[src/rtl/spi_minion_core.sv]
// SPI mode-0 minion core: synchronizes the SPI pins into clk, shifts packets
// in and out, and exchanges them through pull/push ports. SPI_MINION_CORE_ABORT_CNT_EN adds abort_cnt.
module spi_minion_core #(
    parameter int nbits = 8
) (
    input  logic             clk,
    input  logic             reset,
    input  logic             spi_cs,
    input  logic             spi_sclk,
    input  logic             spi_mosi,
    output logic             spi_miso,
    output logic             pull_en,
    input  logic             pull_msg_val,
    input  logic             pull_msg_spc,
    input  logic [nbits-3:0] pull_msg_data,
    output logic             push_en,
    output logic             push_msg_val_wrt,
    output logic             push_msg_val_rd,
    output logic [nbits-3:0] push_msg_data
`ifdef SPI_MINION_CORE_ABORT_CNT_EN
    ,
    output logic [7:0]       abort_cnt
`endif
);

    localparam int CW = $clog2(nbits + 2);

    typedef enum logic [1:0] {IDLE, LOAD, SHIFT, DONE} state_t;

    state_t           r_state;
    logic             r_cs_s1, r_cs_s2, r_cs_h;
    logic             r_sclk_s1, r_sclk_s2, r_sclk_h;
    logic             r_mosi_s1, r_mosi_s2, r_mosi_h;
    logic [nbits-1:0] r_rx;
    logic [nbits-1:0] r_tx;
    logic [CW-1:0]    r_bit_cnt;
    logic [1:0]       r_flush;
    logic             r_cs_hi_seen;
    logic             r_pull_en;
    logic             r_push_en;
    logic             r_push_wrt;
    logic             r_push_rd;
    logic [nbits-3:0] r_push_data;
`ifdef SPI_MINION_CORE_ABORT_CNT_EN
    logic [7:0]       r_abort;
`endif

    logic w_cs_rise;
    logic w_sclk_rise;
    logic w_sclk_fall;

    always_ff @(posedge clk or posedge reset) begin
        if (reset) begin
            r_cs_s1   <= 1'b1;
            r_cs_s2   <= 1'b1;
            r_cs_h    <= 1'b1;
            r_sclk_s1 <= 1'b0;
            r_sclk_s2 <= 1'b0;
            r_sclk_h  <= 1'b0;
            r_mosi_s1 <= 1'b0;
            r_mosi_s2 <= 1'b0;
            r_mosi_h  <= 1'b0;
        end else begin
            r_cs_s1   <= spi_cs;
            r_cs_s2   <= r_cs_s1;
            r_cs_h    <= r_cs_s2;
            r_sclk_s1 <= spi_sclk;
            r_sclk_s2 <= r_sclk_s1;
            r_sclk_h  <= r_sclk_s2;
            r_mosi_s1 <= spi_mosi;
            r_mosi_s2 <= r_mosi_s1;
            r_mosi_h  <= r_mosi_s2;
        end
    end

    assign w_cs_rise   =  r_cs_s2   & ~r_cs_h;
    assign w_sclk_rise =  r_sclk_s2 & ~r_sclk_h;
    assign w_sclk_fall = ~r_sclk_s2 &  r_sclk_h;

    // A packet starts only once cs has been seen high after the reset-value
    // synchronizer contents are flushed; this level history also keeps a cs
    // fall that lands in DONE from being lost.
    always_ff @(posedge clk or posedge reset) begin
        if (reset) begin
            r_state      <= IDLE;
            r_rx         <= '0;
            r_tx         <= '0;
            r_bit_cnt    <= '0;
            r_flush      <= '0;
            r_cs_hi_seen <= 1'b0;
            r_pull_en    <= 1'b0;
            r_push_en    <= 1'b0;
            r_push_wrt   <= 1'b0;
            r_push_rd    <= 1'b0;
            r_push_data  <= '0;
`ifdef SPI_MINION_CORE_ABORT_CNT_EN
            r_abort      <= '0;
`endif
        end else begin
            r_pull_en <= 1'b0;
            r_push_en <= 1'b0;
            if (r_flush != 2'd2) begin
                r_flush <= r_flush + 2'd1;
            end else if (r_cs_s2) begin
                r_cs_hi_seen <= 1'b1;
            end

            case (r_state)
                IDLE: begin
                    if (r_cs_hi_seen && !r_cs_s2) begin
                        r_state      <= LOAD;
                        r_pull_en    <= 1'b1;
                        r_bit_cnt    <= '0;
                        r_cs_hi_seen <= 1'b0;
                    end
                end
                LOAD: begin
                    r_tx    <= {pull_msg_val, pull_msg_spc, pull_msg_data};
                    r_state <= SHIFT;
                end
                SHIFT: begin
                    if (w_sclk_rise) begin
                        r_rx <= {r_rx[nbits-2:0], r_mosi_h};
                        if (r_bit_cnt != CW'(nbits + 1)) begin
                            r_bit_cnt <= r_bit_cnt + 1'b1;
                        end
                    end
                    if (w_sclk_fall) begin
                        r_tx <= {r_tx[nbits-2:0], 1'b0};
                    end
                    if (w_cs_rise) begin
                        r_state <= DONE;
                        if (r_bit_cnt == CW'(nbits)) begin
                            r_push_en   <= 1'b1;
                            r_push_wrt  <= r_rx[nbits-1];
                            r_push_rd   <= r_rx[nbits-2];
                            r_push_data <= r_rx[nbits-3:0];
                        end
`ifdef SPI_MINION_CORE_ABORT_CNT_EN
                        else if (r_abort != 8'hFF) begin
                            r_abort <= r_abort + 8'd1;
                        end
`endif
                    end
                end
                DONE: begin
                    r_state <= IDLE;
                end
                default: begin
                    r_state <= IDLE;
                end
            endcase
        end
    end

    assign spi_miso         = ~r_cs_s2 & r_tx[nbits-1];
    assign pull_en          = r_pull_en;
    assign push_en          = r_push_en;
    assign push_msg_val_wrt = r_push_wrt;
    assign push_msg_val_rd  = r_push_rd;
    assign push_msg_data    = r_push_data;
`ifdef SPI_MINION_CORE_ABORT_CNT_EN
    assign abort_cnt        = r_abort;
`endif

endmodule

[config.mk]
export PLATFORM = sky130hd
export DESIGN_NAME = spi_minion_core
export DESIGN_NICKNAME = d
export VERILOG_FILES = /design/src/rtl/spi_minion_core.sv
export SDC_FILE = /design/constraint.sdc
export NUM_CORES = 1
export LEC_CHECK = 0
export ABC_AREA = 0
export BUFFER_PORTS_ARGS = -buffer_cell sky130_fd_sc_hd__buf_2
export CAP_MARGIN = 20
export CORE_AREA = 2 2 61 63
export DETAILED_ROUTE_END_ITERATION = 7
export DIE_AREA = 0 0 63 65
export PLACE_DENSITY = 0.75
export SYNTH_ARGS = -nofsm -noshare
export SYNTH_HDL_FRONTEND = slang
export SYNTH_SLANG_ARGS = --single-unit
[constraint.sdc]
create_clock -name clk -period 2.2 [get_ports clk]
set_clock_uncertainty 0.05 [all_clocks]
set_input_delay 0.33 -clock clk [delete_from_list [all_inputs] [get_ports clk]]
set_output_delay 0.33 -clock clk [all_outputs]
set_load 0.02 [all_outputs]
==> metrics.txt <==
largest area contributor in the netlist dfrtp_1; CTS tree yes; cell count after synthesis 146; CTS Sinks 44; Die Height 65 um; Post-Route WL 2890 um; htree depth 2; Static Leakage 1.04 nW; Finished Core Util 60.2%; Highest Clock Rate 0.544 GHz; setup bufs post-CTS 0; # IOs 24; crit path time final 1840 ps; Synth cell types 27; clock buffer depth 2; WHS Endpoint r_cs_s1$_DFF_PP1_; switching portion of total power 32.9%; Avg Cell Area, Syn 12.7 um2; Synth async-reset ratio 100%; Final setup viols 0; top cells by area in the synthesized netlist dfrtp_1, mux2_2, ha_1, mux2i_1, dfstp_2; crit path from r_state[0]$_DFFE_PP0P_; worst hold path depth 1; Gate power share 31.2%; CP endpoint kind flop; TNS Setup 0 ps; total grt overflow 0; peak supply drop 446 uV; clk_lat worst skew 340 ps; DRT iter0 DRCs 45; Tcrit/Tclk final 83.6%; #FFs+latches synth 44; residual DRC count 0; die area 4100 um2; share of cells above drive strength 1 30.7%; root buffer cell clkbuf_4; most numerous cell in the Yosys netlist dfrtp_1; worst min-delay path class in -> reg; worst slew pin tran 434 ps; EDFF count, synth 0; Post-synth top cells dfrtp_1, mux2_2, o21ai_0; Via Count 1179; sequential share of power 52.0%; net switching power 0.000690 W; first-pass GRT wire length 5420 um; GRT Overall Usage 17.1%; Main synth FF type dfrtp_1; CTS Buf Count 5; Power Density 998 nW/um2; placed cell count 218; worst path required time 2440 ps; max_slew headroom 71.0%; post-synthesis sequential area ratio 59.6%; Startpoint Class flop; clock-pin slew on the worst setup and hold paths 110 ps; Max Cap Viol 0; r2r setup slk 360 ps; status complete, no violations; Int Pwr 0.00141 W; DR pass1 iterations 4; fin cells 227; Port Buf Inserts 23; Synth top area share 55.3%; largest net degree at the start of global routing 23; hpwl dp 2180 um; Initial Util 53.0%; CP Class reg -> reg; Routed WL per cell 12.7 um; Final #Nets 200; CTS resizes 0; chip width 63 um; vias in the first global route 1236; synthesized area 1850 um2; reg2reg end r_bit_cnt[0]$_DFFE_PP0P_; Fin. Hold Viols 0; area grow syn2layout 13.5%; vias per cell 5.19; RSZ-0062 raised after global routing false; Net Count, Synth 168; Worst EP arrival 2080 ps; crit path max fanout 6; worst hold slack 34.0 ps; Post-DRT Antenna Nets 0; Slew Limit Fails 0; Fill cells 332; initial antenna violation count 0; reg2reg path depth 6; clock group share of total power 16.8%; row count 22; Core Region 3500 um2; diode count 0; Syn. warnings 0; routability congestion estimate 0.799; reg-to-reg startpoint r_state[0]$_DFFE_PP0P_; Worst Hold Launch spi_cs
kinds of logic after synthesis:
logic type      share of synthesized area (%)
xor+xnor                                0.472
fa+ha+maj                                6.07
mux                                      15.2
buf+inv                                  2.16
simple gates                             10.3
compound gates                           6.21
flops                                    59.6
area by class of cell:
class	count	area [um2]	share of cell area [%]
flip-flops and latches	44	1100	52.5
multi-input cells	92	709	33.7
repair buffers	28	155	7.37
well taps	48	60.1	2.85
clock buffers	8	48.8	2.32
inverters	7	26.3	1.25
state kept, by name, summed over array words and instances, names as in the netlist, 2 cells and up:
register and cells:
push_msg_data 6, r_state 2, r_flush 2, r_rx 8
r_tx 8, r_bit_cnt 4
critical path, cell delays in order, from the launching register on:
cell	delay, ps
dfrtp_1	400
inv_1	150
ha_1	320
and2b_1	190
o21ai_2	100
or4b_1	480
nand3_1	90
routing by layer:
metal | share of wire (%) | up-vias | GRT usage (%)
li1 | - | 564 | -
met1 | 42 | 587 | 19.8
met2 | 52 | 21 | 30.6
met3 | 3.5 | 7 | 4.17
met4 | 1.8 | 0 | 6.67
met5 | 0 | - | 0
metrics by stage:
step	area [um2]	setup slack [ps]	power, W
finish	2100	361	0.00210
global route	2100	257	0.00228
CTS	2100	340	0.00213
detailed placement	2050	359	0.00178
global placement	2050	452	0.00172
floorplan	1850	486	0.00159
how the worst max path moves through the flow:
| stage | to |
|---|---|
| floorplan | push_msg_data[0]$_DFFE_PP0P_ |
| global placement | r_bit_cnt[0]$_DFFE_PP0P_ |
| detailed placement | r_bit_cnt[0]$_DFFE_PP0P_ |
| CTS | r_bit_cnt[0]$_DFFE_PP0P_ |
| global route | r_bit_cnt[0]$_DFFE_PP0P_ |
| finish | r_bit_cnt[0]$_DFFE_PP0P_ |
placed cells by master (no fill, tap or decap), types with 3 or more instances in the layout:
cell	count
o21ai_0	15
buf_2	23
mux2_2	17
nor2_1	3
nand3_1	3
dfstp_2	3
dfrtp_1	41
nand4b_1	3
nor2b_1	3
inv_1	6
ha_1	9
mux2i_1	9
clkbuf_1	3
buf_4	4
nand2_1	13
nand2b_1	3
clkbuf_4	5
a21oi_1	3
power groups by stage:
| stage | clock, W | combinational, W | sequential [W] |
|---|---|---|---|
| 5_1_grt | 0.000407 | 0.000755 | 0.00112 |
| 3_3_place_gp | 0 | 0.000629 | 0.00109 |
| 2_1_floorplan | 0 | 0.000512 | 0.00108 |
| 4_1_cts | 0.000368 | 0.000671 | 0.00109 |
| 3_5_place_dp | 0 | 0.000671 | 0.00111 |
| 6_report | 0.000352 | 0.000656 | 0.00109 |
repair_timing:
item | in CTS | in global routing
setup endpoints to repair | 0 | 0
hold buffers | 1 | 0
endpoints found under the hold margin | 41 | 0
No activity file was read; power rests on OpenSTA's default activity.
